==> src/rtl/stopwatch_pkg.sv <==
// Shared definitions for the stopwatch controller slice.
// Holds the controller state encoding, default field widths/limits and
// the adjust-field select values.
package stopwatch_pkg;

  localparam int unsigned DEF_TW      = 6;
  localparam int unsigned DEF_MAX_MIN = 59;
  localparam int unsigned DEF_MAX_SEC = 59;

  localparam logic SEL_MIN = 1'b0;
  localparam logic SEL_SEC = 1'b1;

  typedef enum logic [1:0] {
    S_RUN   = 2'd0,
    S_PAUSE = 2'd1,
    S_ADJ   = 2'd2
  } state_t;

endpackage

==> src/rtl/stopwatch_ctrl_mod_counter.sv <==
// Modulo counter for one time field: counts 0..MAX and wraps to 0.
// Ports:
//   clk, rst  - clock, asynchronous active-high reset
//   inc       - advance by one this cycle
//   clr       - synchronous clear to 0 (overrides inc)
//   value     - current count (registered)
//   carry_c   - combinational: inc while value is at MAX (wrap this cycle)
module mod_counter #(
  parameter int unsigned TW  = 6,
  parameter int unsigned MAX = 59
) (
  input  logic          clk,
  input  logic          rst,
  input  logic          inc,
  input  logic          clr,
  output logic [TW-1:0] value,
  output logic          carry_c
);

  logic at_max;

  assign at_max  = (value == TW'(MAX));
  assign carry_c = inc & at_max;

  // Count register with wrap at MAX
  always_ff @(posedge clk or posedge rst) begin
    if (rst) begin
      value <= '0;
    end else if (clr) begin
      value <= '0;
    end else if (inc) begin
      value <= at_max ? '0 : value + TW'(1);
    end
  end

endmodule

==> src/rtl/stopwatch_ctrl.sv <==
// Stopwatch sequencing controller: owns MM:SS time, run/pause/adjust FSM,
// divider clear and display blink qualifier.
// Optional feature macro: HOLD_AT_MAX_EN -- when defined, a run-mode tick at
// MAX_MIN:MAX_SEC holds the time and forces pause instead of wrapping.
// Ports:
//   master_clock, rst       - clock, asynchronous active-high reset
//   clock1hz / clock2hz     - divider levels; rising edge = count / adjust tick
//   clock_adjust            - divider blink level (shown only while adjusting)
//   pause_pulse, clr_pulse  - one-cycle debounced button presses
//   adj, sel                - adjust-mode switch, field select (0 min, 1 sec)
//   minutes, seconds        - current time
//   running                 - high in S_RUN
//   blink_on                - display enable qualifier (combinational)
//   div_clr                 - one-cycle clear to the divider
module stopwatch_ctrl
  import stopwatch_pkg::*;
#(
  parameter int unsigned MAX_MIN = DEF_MAX_MIN,
  parameter int unsigned MAX_SEC = DEF_MAX_SEC,
  parameter int unsigned TW      = DEF_TW
) (
  input  logic          master_clock,
  input  logic          rst,
  input  logic          clock1hz,
  input  logic          clock2hz,
  input  logic          clock_adjust,
  input  logic          pause_pulse,
  input  logic          clr_pulse,
  input  logic          adj,
  input  logic          sel,
  output logic [TW-1:0] minutes,
  output logic [TW-1:0] seconds,
  output logic          running,
  output logic          blink_on,
  output logic          div_clr
);

  state_t state, next_state;
  logic   resume_run, next_resume;
  logic   next_div_clr;
  logic   prev1, prev2;
  logic   tick1, tick2;
  logic   run_adv, adj_tick, clr;
  logic   sec_inc, min_inc, sec_carry, min_carry;

  assign tick1 = clock1hz & ~prev1;
  assign tick2 = clock2hz & ~prev2;

  // Edge-detect history and FSM state register
  always_ff @(posedge master_clock or posedge rst) begin
    if (rst) begin
      prev1      <= 1'b0;
      prev2      <= 1'b0;
      state      <= S_PAUSE;
      resume_run <= 1'b0;
      div_clr    <= 1'b0;
    end else begin
      prev1      <= clock1hz;
      prev2      <= clock2hz;
      state      <= next_state;
      resume_run <= next_resume;
      div_clr    <= next_div_clr;
    end
  end

  // Next-state and counter control; clear wins over everything and holds state
  always_comb begin
    next_state   = state;
    next_resume  = resume_run;
    next_div_clr = 1'b0;
    run_adv      = 1'b0;
    adj_tick     = 1'b0;
    clr          = 1'b0;
    if (clr_pulse) begin
      clr          = 1'b1;
      next_div_clr = 1'b1;
    end else begin
      case (state)
        S_RUN: begin
          if (adj) begin
            next_state  = S_ADJ;
            next_resume = 1'b1;
          end else begin
            // A tick coincident with pause is still applied
            if (tick1) begin
`ifdef HOLD_AT_MAX_EN
              if ((minutes == TW'(MAX_MIN)) && (seconds == TW'(MAX_SEC))) begin
                next_state = S_PAUSE;
              end else begin
                run_adv = 1'b1;
              end
`else
              run_adv = 1'b1;
`endif
            end
            if (pause_pulse) begin
              next_state = S_PAUSE;
            end
          end
        end
        S_PAUSE: begin
          if (adj) begin
            next_state  = S_ADJ;
            next_resume = 1'b0;
          end else if (pause_pulse) begin
            // Restart divider so the first tick is a full period away
            next_state   = S_RUN;
            next_div_clr = 1'b1;
          end
        end
        S_ADJ: begin
          if (!adj) begin
            next_state = resume_run ? S_RUN : S_PAUSE;
          end else if (tick2) begin
            adj_tick = 1'b1;
          end
        end
        default: begin
          next_state = S_PAUSE;
        end
      endcase
    end
  end

  // Seconds carry only propagates while counting; adjust wraps fields independently
  assign sec_inc = run_adv | (adj_tick & (sel == SEL_SEC));
  assign min_inc = (run_adv & sec_carry) | (adj_tick & (sel == SEL_MIN));

  mod_counter #(.TW(TW), .MAX(MAX_SEC)) u_sec (
    .clk     (master_clock),
    .rst     (rst),
    .inc     (sec_inc),
    .clr     (clr),
    .value   (seconds),
    .carry_c (sec_carry)
  );

  mod_counter #(.TW(TW), .MAX(MAX_MIN)) u_min (
    .clk     (master_clock),
    .rst     (rst),
    .inc     (min_inc),
    .clr     (clr),
    .value   (minutes),
    .carry_c (min_carry)
  );

  assign running  = (state == S_RUN);
  assign blink_on = (state == S_ADJ) ? clock_adjust : 1'b1;

  // Minutes wrap carries nowhere; tie off the unused carry
  logic unused_ok;
  assign unused_ok = min_carry;

endmodule

==> config.mk <==
export PLATFORM = sky130hd
export DESIGN_NAME = stopwatch_ctrl
export DESIGN_NICKNAME = d
export VERILOG_FILES = /design/src/rtl/stopwatch_pkg.sv /design/src/rtl/stopwatch_ctrl_mod_counter.sv /design/src/rtl/stopwatch_ctrl.sv
export SDC_FILE = /design/constraint.sdc
export NUM_CORES = 1
export LEC_CHECK = 0
export BUFFER_PORTS_ARGS = -buffer_cell sky130_fd_sc_hd__buf_2
export CAP_MARGIN = 20
export CORE_MARGIN = 2
export CORE_UTILIZATION = 27
export DETAILED_ROUTE_END_ITERATION = 7
export RECOVER_POWER = 50
export SYNTH_ARGS = -nofsm -noshare
export SYNTH_HDL_FRONTEND = slang
export SYNTH_HIERARCHICAL = 1
export SYNTH_SLANG_ARGS = --single-unit
==> constraint.sdc <==
create_clock -name master_clock -period 5.35 [get_ports master_clock]
set_clock_uncertainty 0.1 [all_clocks]
set_input_delay 0 -clock master_clock [delete_from_list [all_inputs] [get_ports master_clock]]
set_output_delay 0 -clock master_clock [all_outputs]
set_load 0.03 [all_outputs]
After elaboration in Yosys (flattened, before gate mapping):

Index checks and enable logic that the tools add are counted.

* register bits: 18
* logic and storage cells: 66
* output and inout port bits: 15
* input bits: 9

* equality and inequality tests: 9
* bitwise logic cells: 12
* reduce and logical (&&, ||, !) cells: 6
* multiplexer cells: 30
* add/subtract/negate cells: 2

Operators by type and width (count)
* 6-bit 2-to-1 mux: 6
* 1-bit 2-to-1 mux: 17
* 6-bit by 1-bit adder with 6-bit output, second input constant: 2
* 6-bit == test, second input constant: 2
* 2-bit 2-to-1 mux: 5
* 4-bit AND reduction: 2
* 1-bit bitwise AND: 6
* 2-bit != test, second input constant: 3
* 3-bit != test, second input constant: 2
* 2-bit one-hot mux with 3 select lines: 1
* 2-bit nonzero test: 3
* 1-bit inverter: 4
* 2-bit by 1-bit == test with 1-bit output, second input constant: 1
* 2-bit == test, second input constant: 1
* 2-bit zero test: 1
* 1-bit OR: 2
* 1-bit one-hot mux with 2 select lines: 1

Depth between registers and ports, before layout:

* depth after elaboration: 13
* depth in mapped cells: 10
* gate-level depth less buffers: 9

Cells and area by module:

Netlist, hierarchy kept.

Modules (own cells, without submodules)
* mod_counter: area each 359.1 µm², cells an instance 38, times used 2, seq. area each 150.1 µm²
* stopwatch_ctrl: area each 315.3 µm², cells an instance 32, times used 1, seq. area each 151.4 µm²

Worst setup path before layout:

OpenSTA, ideal clock, no wires.

* path type: register to register
* start point: register state[1]
* end point: register u_min.value[2]
* cell stages (with the launch flop): 11
* setup slack: 2.704 ns
* library setup time: 0.073 ns
* period minus slack after synthesis: 2.646 ns
* arrival time: 2.473 ns
* data required time: 5.177 ns
* path buffers: 1
* path through: dfrtp_1 > buf_6 > or4_4 > nor3b_2 > a41o_2 > nand2_1 > nor3b_1 > o2bb2ai_1 > nand2_1 > or3_1 > a21oi_2

* word-level cells in the longest chain between the ends: 9
* elaborated cells on any way between the ends: 13
* those cells by class: 1 x eq/ne; 4 x mux; 6 x bitwise; 2 x reduce/logical

Ends and longest elaborated chain
* start: declaration: RTL line stopwatch_ctrl.sv:38 `state_t state, next_state;`
* start signal: assignment: RTL line stopwatch_ctrl.sv:60 `state <= next_state;`
* 2-bit == test: RTL line stopwatch_ctrl.sv:78 `case (state)`
* 1-bit 2-to-1 mux: RTL line stopwatch_ctrl.sv:78
* 1-bit 2-to-1 mux: RTL line stopwatch_ctrl.sv:74 `if (clr_pulse) begin`
* 1-bit bitwise AND: RTL line stopwatch_ctrl.sv:126 `assign sec_inc = run_adv | (adj_tick & (sel == SEL_SEC));`
* 1-bit OR (*): RTL line stopwatch_ctrl.sv:126
* named net sec_inc: RTL line stopwatch_ctrl.sv:44 `logic sec_inc, min_inc, sec_carry, min_carry;`
* 1-bit bitwise AND (*): RTL line stopwatch_ctrl_mod_counter.sv:23 `assign carry_c = inc & at_max;`
* named net sec_carry: RTL line stopwatch_ctrl.sv:44
* 1-bit bitwise AND (*): RTL line stopwatch_ctrl.sv:127 `assign min_inc = (run_adv & sec_carry) | (adj_tick & (sel == SEL_MIN));`
* 1-bit OR (*): RTL line stopwatch_ctrl.sv:127
* named net min_inc: RTL line stopwatch_ctrl.sv:44
* 2-bit nonzero test (no line) (*)
* end signal: assignment: RTL line stopwatch_ctrl_mod_counter.sv:32 `value <= at_max ? '0 : value + TW'(1);`
* end: declaration: RTL line stopwatch_ctrl_mod_counter.sv:16 `output logic [TW-1:0] value,`

Mark *: on every way through the listed nets, which the timed path passes. The rest lies on a longest branch.
A chain may end at the register's enable or synchronous reset.

Worst setup path in the final report:

Ends and elaborated chain as after synthesis.

==> impl_metrics.sql <==
INSERT INTO impl_metrics (metric_group, metric, value, unit) VALUES
('outcome', 'run_status', 'finished, final reports clean', ''),
('critical_path', 'worst_r2r_startpoint', 'state[1]', ''),
('critical_path', 'timing.rr.end', 'u_min/value[2]', ''),
('die', 'top_level_ports', '24', ''),
('detailed_routing', 'remaining_drc_errors', '0', ''),
('die', 'std_cell_rows', '22', ''),
('timing', 'setup_total_negative_slack', '0', 'ns'),
('critical_path', 'worstPathArrival', '2.92', 'ns'),
('finish', 'post_route_cells_drive_above_1_share', '0.252', ''),
('yosys', 'synth.cell_area', '1030', 'um2'),
('critical_path', 'rr_worst_depth', '9', ''),
('detailed_routing', 'final_antenna_net_count', '0', ''),
('timing', 'timing.final.setup_violations', '0', ''),
('clock_tree', 'clkSinkCount', '18', ''),
('detailed_routing', 'dr.first_iter.drc_count', '26', ''),
('die', 'floorplan.die.height', '65.6', 'um'),
('yosys', 'syn_avg_cell_area', '9.59', 'um2'),
('timing', 'hold_fails_final_rpt', '0', ''),
('hold_path', 'hold_class', 'input pin to flop', ''),
('finish', 'fill_cells', '380', ''),
('clock_tree', 'clk_pin_slew_worst_paths', '0.07', 'ns'),
('job', 'cap_violations', '0', ''),
('critical_path', 'timing.critical_path.from_type', 'flop', ''),
('finish', 'layout.nets', '151', ''),
('detailed_routing', 'route.vias.total', '883', ''),
('finish', 'area_growth_syn_to_layout', '26.2', '%'),
('die', 'floorplan.core_area', '3660', 'um2'),
('grt', 'global_route.overflow_total', '0', ''),
('yosys', 'ys_warn_count', '6', ''),
('pwr', 'worst_vdd_ir', '118', 'uV'),
('detailed_routing', 'wire_per_inst', '11.9', 'um'),
('pwr', 'p_leak', '0.568', 'nW'),
('clock_tree', 'cts_inserted_buffers', '3', ''),
('timing', 'worst_pin_slew', '0.564', 'ns'),
('die', 'fp.dieArea', '4310', 'um2'),
('yosys', 'synthesis.nets', '118', ''),
('timing', 'achievable-frequency', '0.353', 'GHz'),
('placement', 'dp_hpwl', '1630', 'um'),
('grt', 'grt_pass1_vias', '823', ''),
('clock_tree', 'cts-htree-levels', '1', ''),
('grt', 'initial_antenna_violation_count', '0', ''),
('critical_path', 'largest_fanout_on_the_critical_path', '10', ''),
('grt', 'grt_max_degree', '23', ''),
('pwr', 'power.density_cell_area', '282', 'nW/um2'),
('timing', 'finalHoldWorstSlack', '0.0521', 'ns'),
('timing', 'final-max-slew-violation-count', '0', ''),
('timing', 'final.min_clock_period', '2.83', 'ns'),
('clock_tree', 'cts_tree', 'built', ''),
('detailed_routing', 'dr.pass1.iters', '4', ''),
('clock_tree', 'ctsLongestPathBuffers', '2', ''),
('timing', 'grt_setup_unrepaired', 'false', ''),
('placement', 'port_buffers', '23', ''),
('detailed_routing', 'vias_per_cell', '4.72', ''),
('clock_tree', 'post_cts_buffers', '0', ''),
('grt', 'first_pass_grt_wire_length', '3660', 'um'),
('clock_tree', 'root_driver', 'clkbuf_8', ''),
('yosys', 'synthesis.instances', '107', ''),
('clock_tree', 'insertion_delay', '0.25', 'ns'),
('clock_tree', 'cts_resized', '0', ''),
('detailed_routing', 'drt_wl_total', '2220', 'um'),
('critical_path', 'required', '5.44', 'ns'),
('hold_path', 'min_delay_worst_endpoint', 'u_sec/value[1]', ''),
('die', 'starting_density', '0.280', ''),
('grt', 'gr-usage-all-layers', '0.112', ''),
('critical_path', 'flop2flop_setup_slack', '2.52', 'ns'),
('finish', 'antennaDiodeCount', '0', ''),
('timing', 'layout_worst_path_cycle_share', '0.529', ''),
('timing', 'max-slew-margin-rel', '0.624', ''),
('finish', 'final_util', '0.354', ''),
('critical_path', 'critical_path.endpoint_type', 'flop', ''),
('die', 'die_span_x', '65.6', 'um'),
('hold_path', 'hold_depth', '2', ''),
('critical_path', 'setup.worst_path.class', 'flop to flop', ''),
('hold_path', 'hold_path.startpoint', 'clr_pulse', ''),
('placement', 'place_congestion', '0.800', '');
==> report_power, final <==
part	internal (mW)	leakage, nW	switching, mW
sequential	0.154	0.233	0.0184
clock	0.0654	0.0288	0.0446
combinational	0.0316	0.306	0.0515
==> cell usage in the layout (no fill, tap or decap) <==
master,count
and3_1,2
o21ai_0,9
buf_2,15
o41ai_1,1
nand4_1,2
o211ai_1,3
nor2_1,7
clkbuf_1,8
and3_4,2
o21ba_2,4
nand3b_1,1
mux2i_1,6
clkbuf_8,4
nand2_1,15
nor3_1,1
ha_1,2
nor3b_2,1
dfstp_2,1
or4_4,1
nand3_1,3
o2bb2ai_1,1
dfrtp_1,17
a31o_2,4
inv_1,10
nor3b_1,4
a41o_2,1
a21oi_1,1
or3_1,2
a21oi_2,2
dlygate4sd3_1,6
nor4bb_1,1
nand2b_1,2
==> sequential cells by signal (all words and copies together), names as in the netlist <==
name / count
div_clr: 1
state: 2
u_min/value: 6
resume_run: 1
u_sec/value: 6
prev2: 1
prev1: 1
==> final cells by class <==
cell class | count | area [um2] | area share
flip-flops and latches | 18 | 452 | 0.349
multi-input cells | 78 | 526 | 0.406
clock buffers | 4 | 55.1 | 0.0425
repair buffers | 29 | 165 | 0.128
well taps | 48 | 60.1 | 0.0464
inverters | 10 | 37.5 | 0.0290
==> metrics by stage <==
stage	worst slack, ns	instance area [um2]	total power [mW]	cells
detailed placement	2.56	1190	0.255	177
floorplan	2.73	1030	0.231	107
CTS	2.53	1310	0.372	187
global placement	2.61	1190	0.254	177
global route	2.30	1290	0.386	187
finish	2.52	1290	0.365	187
==> metal layers <==
| layer | share of wire | global-route usage |
|---|---|---|
| met1 | 0.50 | 0.137 |
| met2 | 0.44 | 0.182 |
| met3 | 0.039 | 0.0223 |
| met4 | 0.021 | 0.0625 |
| met5 | 0 | 0 |
==> how the worst max path moves through the flow <==
stage | startpoint | end | slack (ns) | depth (start not counted)
after floorplan | state[1] | u_min/value[2] | 2.73 | 10
after global routing | state[1] | u_min/value[2] | 2.30 | 9
final | state[1] | u_min/value[2] | 2.52 | 9
after CTS | state[1] | u_min/value[2] | 2.53 | 9
after detailed placement | state[1] | u_min/value[2] | 2.56 | 9
after global placement | state[1] | u_min/value[2] | 2.61 | 9
==> worst max-delay path, stage by stage, from the launching register on <==
cell	delay (ns)
dfrtp_1	0.47
or4_4	0.58
nor3b_2	0.22
a41o_2	0.20
nand2_1	0.10
nor3b_1	0.20
o2bb2ai_1	0.31
nand2_1	0.13
or3_1	0.34
a21oi_2	0.12
==> repair_timing <==
| action | in CTS | in global routing |
|---|---|---|
| endpoints found under the hold margin | 23 | 0 |
| hold buffers | 6 | 0 |
| endpoints found under the setup margin | 0 | 0 |
No activity file was read; power rests on OpenSTA's default activity.
